==> config.mk <==
export PLATFORM = sky130hd
export DESIGN_NAME = mem_stage_ctrl
export DESIGN_NICKNAME = d
export VERILOG_FILES = /design/src/rtl/mem_stage_ctrl.sv
export SDC_FILE = /design/constraint.sdc
export NUM_CORES = 1
export LEC_CHECK = 0
export CORE_MARGIN = 10
export CORE_UTILIZATION = 35
export CTS_CLUSTER_SIZE = 16
export DETAILED_ROUTE_END_ITERATION = 10
export PLACE_DENSITY = 0.77
export SLEW_MARGIN = 20
export SYNTH_ARGS = -nofsm -noshare
export SYNTH_HDL_FRONTEND = slang
export SYNTH_SLANG_ARGS = --single-unit
==> constraint.sdc <==
create_clock -name clk -period 2.3 [get_ports clk]
set_clock_uncertainty 0.15 [all_clocks]
set_input_delay 0.23 -clock clk [delete_from_list [all_inputs] [get_ports clk]]
set_output_delay 0.23 -clock clk [all_outputs]
set_load 0.005 [all_outputs]
==> src/rtl/mem_stage_ctrl.sv <==
// Memory stage controller: drives a req/ack data memory, stalls upstream while
// an access is outstanding, and holds the MEM/WB pipeline register.
module mem_stage_ctrl #(
  parameter int unsigned DATA_W  = 16,
  parameter int unsigned TIMEOUT = 15
) (
  input  logic              clk,
  input  logic              rst,
  input  logic              RegWrite_in,
  input  logic              MemWrite_in,
  input  logic              MemRead_in,
  input  logic              call_in,
  input  logic              mem_to_reg_in,
  input  logic [3:0]        reg_rd_in,
  input  logic [DATA_W-1:0] alu_result_in,
  input  logic [DATA_W-1:0] save_word_data_in,
  input  logic              ret_future_in,
  input  logic              HALT_in,
  output logic              mem_req,
  output logic              mem_we,
  output logic [DATA_W-1:0] mem_addr,
  output logic [DATA_W-1:0] mem_wdata,
  input  logic [DATA_W-1:0] mem_rdata,
  input  logic              mem_ack,
  output logic              stall_out,
  output logic              RegWrite_wb,
  output logic              call_wb,
  output logic              mem_to_reg_wb,
  output logic              ret_wb,
  output logic              HALT_wb,
  output logic [3:0]        reg_rd_wb,
  output logic [DATA_W-1:0] wb_data,
  output logic              mem_err,
  output logic              halted
);

  typedef enum logic {IDLE, WAIT} state_t;

  localparam logic [7:0] LIMIT = 8'(TIMEOUT - 1);

  state_t            state, state_nx;
  logic [7:0]        wait_cnt, wait_cnt_nx;
  logic              access;
  logic              abort;
  logic              use_mem;
  logic [DATA_W-1:0] rd_data;

  assign mem_we    = MemWrite_in;
  assign mem_addr  = alu_result_in;
  assign mem_wdata = save_word_data_in;
  assign access    = (MemRead_in | MemWrite_in) & ~halted;
  // A write takes priority over a simultaneous read, so only pure loads write back memory data.
  assign use_mem   = mem_to_reg_in & MemRead_in & ~MemWrite_in;
  assign rd_data   = abort ? '0 : mem_rdata;

  always_comb begin
    state_nx    = state;
    wait_cnt_nx = wait_cnt;
    mem_req     = 1'b0;
    stall_out   = 1'b0;
    abort       = 1'b0;
    case (state)
      IDLE: begin
        mem_req = access;
        if (access && !mem_ack) begin
          stall_out   = 1'b1;
          state_nx    = WAIT;
          wait_cnt_nx = '0;
        end
      end
      WAIT: begin
        mem_req   = 1'b1;
        stall_out = ~mem_ack;
        if (mem_ack) begin
          state_nx = IDLE;
        end else if (wait_cnt == LIMIT) begin
          // Ack has priority; the abort only fires when the last allowed cycle passes silently.
          abort     = 1'b1;
          stall_out = 1'b0;
          state_nx  = IDLE;
        end else begin
          wait_cnt_nx = wait_cnt + 8'd1;
        end
      end
      default: state_nx = IDLE;
    endcase
  end

  always_ff @(posedge clk) begin
    if (rst) begin
      state         <= IDLE;
      wait_cnt      <= '0;
      RegWrite_wb   <= 1'b0;
      call_wb       <= 1'b0;
      mem_to_reg_wb <= 1'b0;
      ret_wb        <= 1'b0;
      HALT_wb       <= 1'b0;
      reg_rd_wb     <= '0;
      wb_data       <= '0;
      mem_err       <= 1'b0;
      halted        <= 1'b0;
    end else begin
      state    <= state_nx;
      wait_cnt <= wait_cnt_nx;
      if (abort) mem_err <= 1'b1;
      if (stall_out) begin
        RegWrite_wb   <= 1'b0;
        call_wb       <= 1'b0;
        mem_to_reg_wb <= 1'b0;
        ret_wb        <= 1'b0;
        HALT_wb       <= 1'b0;
      end else begin
        RegWrite_wb   <= RegWrite_in;
        call_wb       <= call_in;
        mem_to_reg_wb <= mem_to_reg_in;
        ret_wb        <= ret_future_in;
        HALT_wb       <= HALT_in;
        reg_rd_wb     <= reg_rd_in;
        wb_data       <= use_mem ? rd_data : alu_result_in;
        if (HALT_in) halted <= 1'b1;
      end
    end
  end

endmodule

Word-level counts from Yosys, hierarchy flattened --
Cells that the tools add are included.
Operators by class: add/sub/neg operators 1, equal/unequal tests 4, muxes and demuxes 17, bitwise gates (word level) 9, reduce and logical (&&, ||, !) cells 5
Operator list (count):
- $mux 16 | 2
- $mux 8 | 3
- $pmux 8 s2 | 1
- $add 8x1->8 const B | 1
- $eq 8x4->1 const B | 1
- $mux 1 | 8
- $ne 2x2->1 const B | 3
- $pmux 1 s2 | 3
- $not 1->1 | 5
- $and 1x1->1 | 3
- $reduce_and 3->1 | 1
- $reduce_and 2->1 | 1
- $reduce_or 2->1 | 1
- $logic_and 1x1->1 | 1
- $logic_not 1->1 | 1
- $or 1x1->1 | 1
Storage, ports and cells: flip-flop bits (word level) 36, input port bits 62, output and inout bits 62, word-level logic and storage cells 47

Logic depth before layout (Yosys ltp) --
depth in word-level cells 7, mapped depth 7, gate-level depth less buffers 6

Least setup slack after synthesis --
Ideal clock, no wire load.
path type reg2reg, start reg wait_cnt[7], end reg wait_cnt[2], setup time 0.115 ns, data arrival time 1.534 ns, required time 2.035 ns, path slack 0.502 ns, cell stages (with the launch flop) 6, buffers on the path 1, clock period less this slack 1.798 ns, cells stage by stage dfxtp_1 or4b_4 or2_0 buf_2 and4_4 o21a_1
Between the ends: longest elaborated chain between the ends 3
Ends and longest elaborated chain:
- start: declaration | line 42 | logic [7:0] wait_cnt, wait_cnt_nx;
- start signal: assignment | line 104 | wait_cnt <= wait_cnt_nx;
- $eq 8x4->1 | line 76 | end else if (wait_cnt == LIMIT) begin
- $ne 2x2->1 (no line)
- $reduce_and 3->1 (no line)
Every way passes these cells. A chain may end at the register's enable or synchronous reset.

Final worst setup path --
start reg state, end out stall_out
Between the ends: longest elaborated chain between the ends 2
Ends and longest elaborated chain:
- start: declaration | line 41 | state_t state, state_nx;
- start signal: assignment | line 103 | state <= state_nx;
- $not 1->1
- $pmux 1 s2 * | line 62 | case (state)
- end: declaration | line 25 | output logic stall_out,
Mark *: on every way between the ends. The rest lies on a longest branch, timed or not.

==> results by stage <==
Run status:
- The run finished with clean final reports.

Placed design:
- Timing analysis after detailed placement gives a worst setup slack of between 0.1 and 0.15 ns.
- Routability-driven placement finished with a final weighted congestion of approximately 0.78.
- Input and output buffers added on the ports amount to 91.
- The HPWL after detailed placement is 4204 um.
- Once placement finished, the instance area stood at roughly 2600 um2.

Power:
- The sequential group share of total power is a little under half.
- The analysis attributes to net switching a power of between 300 and 400 uW.
- The share of total power in the clock network is 31.1%.
- Net switching is approximately a quarter of the power.
- For this design the static power due to leakage is 1.075 nW.
- Dividing total power by cell area gives a power density of approximately 540 nW/um2.
- The portion of total power attributed to combinational logic is 22.6%.
- Cell internal power was estimated by the tool at ~1.1 mW.
- The worst vdd rail ir drop is just over 0.0004 V.

Cells and area:
- The number of flip-flops under the largest register name is 16.
- The final layout net count is between 300 and 400.
- The synthesis-to-finish area growth is 50.03%.
- Summing all flip-flop and latch instances after layout gives 721.9 um2.
- The repair_antennas step left the layout with diodes totalling 0.
- The post-route cell area is 2720 um2.
- The largest registers in the layout are wb_data: 16 flops, wait_cnt: 8 flops, reg_rd_wb: 4 flops.
- The total of fill cells in the finished design is 477.
- More flip-flops sit in one register than any other, and that register is wb_data.
- The multi-input combinational cell area is between 700 and 800 um2.
- The share of post-route cells with drive strength above 1 is between 10 and 15%.

Drt:
- The total number of vias is about 1.6k.
- The post-detailed-route DRC marker count is 0.
- The count of routing violations after the opening detailed-route iteration is 56.
- The detail route stage leaves a number of antenna-violating nets equal to 0.
- The length of the first detailed-routing pass in iterations is 4.
- The via-per-instance ratio is ~4.8.
- The average wire per cell in the routed design is around 16 um.
- The total detailed-routing wirelength is ~5300 um.

Worst hold path:
- In this run the worst hold path is classified as in2out.
- The worst min-delay path startpoint is save_word_data_in[0].
- The worst hold path endpoint is mem_wdata[0].
- The worst hold path passes through 0 cells.

Logic synthesis:
- The register bit count reported by yosys is 36.
- A synthesized cell averages 9.747 um2.
- The count of flip-flops with a built-in enable after synthesis is 0.
- The most instantiated flip-flop cell in the synthesis netlist is sky130_fd_sc_hd__dfxtp_1.
- The mapped netlist covers around 1800 um2.
- The number of nets in the synthesized netlist is 250.
- The count of distinct cell types in the synthesized netlist is 40.
- Yosys attributes the largest share of cell area to sky130_fd_sc_hd__dfxtp_1, sky130_fd_sc_hd__buf_4, sky130_fd_sc_hd__mux2i_1.
- For this run, asynchronously set or reset flops after synthesis account for 0%.
- The number of cells produced by synthesis is around 190.
- The area share of the leading cell type in the synthesized netlist is between 30 and 40%.
- Of the synthesized area, sequential elements account for 39.75%.
- The number of warnings issued by yosys is 0.
- Of all cell types, the one taking the most synthesized area is sky130_fd_sc_hd__dfxtp_1.

STA:
- Static timing analysis puts the maximum clock frequency at about 450 MHz.
- In this run the tightest slew margin relative to its limit is between 60% and 70%.
- Setup repair after global routing left no endpoint under its margin.
- The number of pins exceeding their max-slew limit in the final report came to 0.
- The smallest clock period supported by the final layout is computed as 2.215 ns.
- The final cycle utilization of the critical path is approximately 96%.
- The worst-margin pin slew is between 0.5 and 0.6 ns.
- Setup violations remaining at the end of the flow were counted as 0.
- The worst setup slack after layout is 0.08463 ns.
- The tightest hold margin is about 0.31 ns.
- The final-report hold violation count came to 0.
- The total negative setup slack is 0 ns.

Global route:
- The number of antenna violations at the first check in global routing is 0.
- The first global-routing pass estimated approximately 8500 um of wire.
- The via count of the first global-routing pass is between 1.5k and 2k.
- The total global routing overflow is 0.
- The largest net degree at the start of global routing is 18.
- The overall fraction of global-route tracks in use is 12.16%.

Critical path:
- The critical path data required time is between 1.5 and 2 ns.
- The critical path is of the reg2out type.
- The largest fanout on the critical path is 5.
- The worst setup path is captured at an output pin.
- The worst setup path is launched from a register.
- In this run the register-to-register setup slack is about 0.37 ns.
- The depth of the worst register-to-register path is 6.
- In this run the critical register-to-register path is launched from state.
- The endpoint identified for the worst register-to-register timing path is wb_data[15].
- For the worst setup path, the data arrival time is 1.84 ns.

CTS:
- The later pin in the worst-skew pair is clocked with a latency of around 0.28 ns.
- The count of clock tree sinks is 36.
- The CTS buffer count is 5.
- After clock tree synthesis, the clock-pin slew on the worst setup and hold paths is 0.07 ns.
- The H-tree generated during clock tree synthesis spans 2 levels.
- The clock passes through at most 2 buffers.
- The total setup buffers inserted after CTS is 0.
- Clock tree synthesis selected as its root buffer the cell sky130_fd_sc_hd__clkbuf_8.
- The CTS tree is built.

Floorplanning:
- From bottom edge to top edge, the die measures slightly above 90 um.
- The die covers between 8000 and 9000 um2.
- The effective utilization at floorplan is a little over a third.
- The floorplan die width is roughly 92 um.
- In this run the standard cell core region covers approximately 5000 um2.
- In this run the core area contains 26 standard-cell rows.
- The total I/O pin count is 124.

Job:
- The tool flagged a number of max-cap violations equal to 0.
[cell usage in the layout, fill, tap and decap left out, types with 2 or more instances in the layout]
cell / Yosys / routed
sky130_fd_sc_hd__mux2i_1: 17 / 17
sky130_fd_sc_hd__a21boi_1: 2 / 2
sky130_fd_sc_hd__o2bb2ai_1: 16 / 16
sky130_fd_sc_hd__ha_1: 2 / 2
sky130_fd_sc_hd__inv_1: 5 / 5
sky130_fd_sc_hd__or3_1: 2 / 2
sky130_fd_sc_hd__dfxtp_1: 36 / 35
sky130_fd_sc_hd__o21ai_1: 8 / 8
sky130_fd_sc_hd__nor2_1: 3 / 2
sky130_fd_sc_hd__clkbuf_8: 0 / 6
sky130_fd_sc_hd__or4_1: 2 / 2
sky130_fd_sc_hd__buf_4: 34 / 11
sky130_fd_sc_hd__clkinv_2: 0 / 2
sky130_fd_sc_hd__nor3b_1: 5 / 5
sky130_fd_sc_hd__a31oi_1: 2 / 2
sky130_fd_sc_hd__a21oi_1: 8 / 8
sky130_fd_sc_hd__o31ai_1: 2 / 2
sky130_fd_sc_hd__clkdlybuf4s50_1: 0 / 91
sky130_fd_sc_hd__nand3_1: 9 / 9
sky130_fd_sc_hd__nand2_1: 3 / 3
sky130_fd_sc_hd__nor3_1: 2 / 2
[per-stage QoR]
step | util, % | std cells | power (mW)
floorplan | - | 186 | 0.8332
global placement | 51.70 | 317 | 1.025
detailed placement | 51.70 | 317 | 1.028
CTS | 53.53 | 325 | 1.487
global route | 53.60 | 325 | 1.544
finish | 53.60 | 325 | 1.469
[critical path, stage by stage, from the launching register on]
cell and delay (ns):
sky130_fd_sc_hd__dfxtp_1 0.39, sky130_fd_sc_hd__or4b_4 0.51, sky130_fd_sc_hd__nor2_4 0.15, sky130_fd_sc_hd__nor2_2 0.06, sky130_fd_sc_hd__clkdlybuf4s50_1 0.44
[power groups by stage]
stage	clock (mW)	sequential (mW)	combinational, mW
2_1_floorplan	0	0.696	0.137
3_3_place_gp	0	0.693	0.332
3_5_place_dp	0	0.693	0.335
4_1_cts	0.470	0.680	0.337
5_1_grt	0.501	0.684	0.359
6_report	0.456	0.680	0.332
[layout make-up]
type | count | share of cell area, %
tap | 70 | 3.220
timing repair buffer | 103 | 37.26
sequential | 36 | 26.54
clock buffer | 6 | 3.036
multi-input combinational | 103 | 28.89
inverter | 5 | 0.6900
clock inverter | 2 | 0.3680
[worst max path at each step]
stage,start,to,cells past startpoint
global placement,MemWrite_in,stall_out,5
CTS,wait_cnt[0],stall_out,6
floorplan,wait_cnt[7],wait_cnt[2],5
detailed placement,MemWrite_in,stall_out,5
global route,wait_cnt[4],stall_out,4
finish,state,stall_out,4
[per-layer routing]
metal	GRT usage (%)	wire length (um)
met4	5.013	95
met5	0	0
met3	3.912	365
met2	20.65	2706
met1	13.72	2091
[logic make-up (layout without fill, tap and decap cells)]
group / count (synthesis) / in the layout / synth area share (%)
buffers and inverters: 47 / 116 / 17.05
flip-flops: 36 / 36 / 39.75
adder cells (fa/ha/maj): 2 / 2 / 1.380
XOR/XNOR: 1 / 1 / 0.4832
AND/OR/NAND/NOR: 38 / 38 / 13.80
AO/OA/AOI/OAI: 45 / 45 / 18.15
multiplexers: 17 / 17 / 9.386
[what timing repair did]
| action | 4_1_cts | 5_1_grt |
|---|---|---|
| endpoints found under the setup margin | 0 | 1 |
| resized for setup | 0 | 2 |
| hold buffers | 0 | 0 |
[synth_stat cells, types with 3 or more instances]
cell / number
sky130_fd_sc_hd__dfxtp_1: 36
sky130_fd_sc_hd__buf_4: 34
sky130_fd_sc_hd__mux2i_1: 17
sky130_fd_sc_hd__o2bb2ai_1: 16
sky130_fd_sc_hd__nand3_1: 9
sky130_fd_sc_hd__a21oi_1: 8
sky130_fd_sc_hd__o21ai_1: 8
sky130_fd_sc_hd__inv_1: 5
sky130_fd_sc_hd__nor3b_1: 5
sky130_fd_sc_hd__buf_2: 4
sky130_fd_sc_hd__clkbuf_1: 4
sky130_fd_sc_hd__nand2_1: 3
sky130_fd_sc_hd__nor2_1: 3
Note: power is estimated with default switching activity, not from simulation.
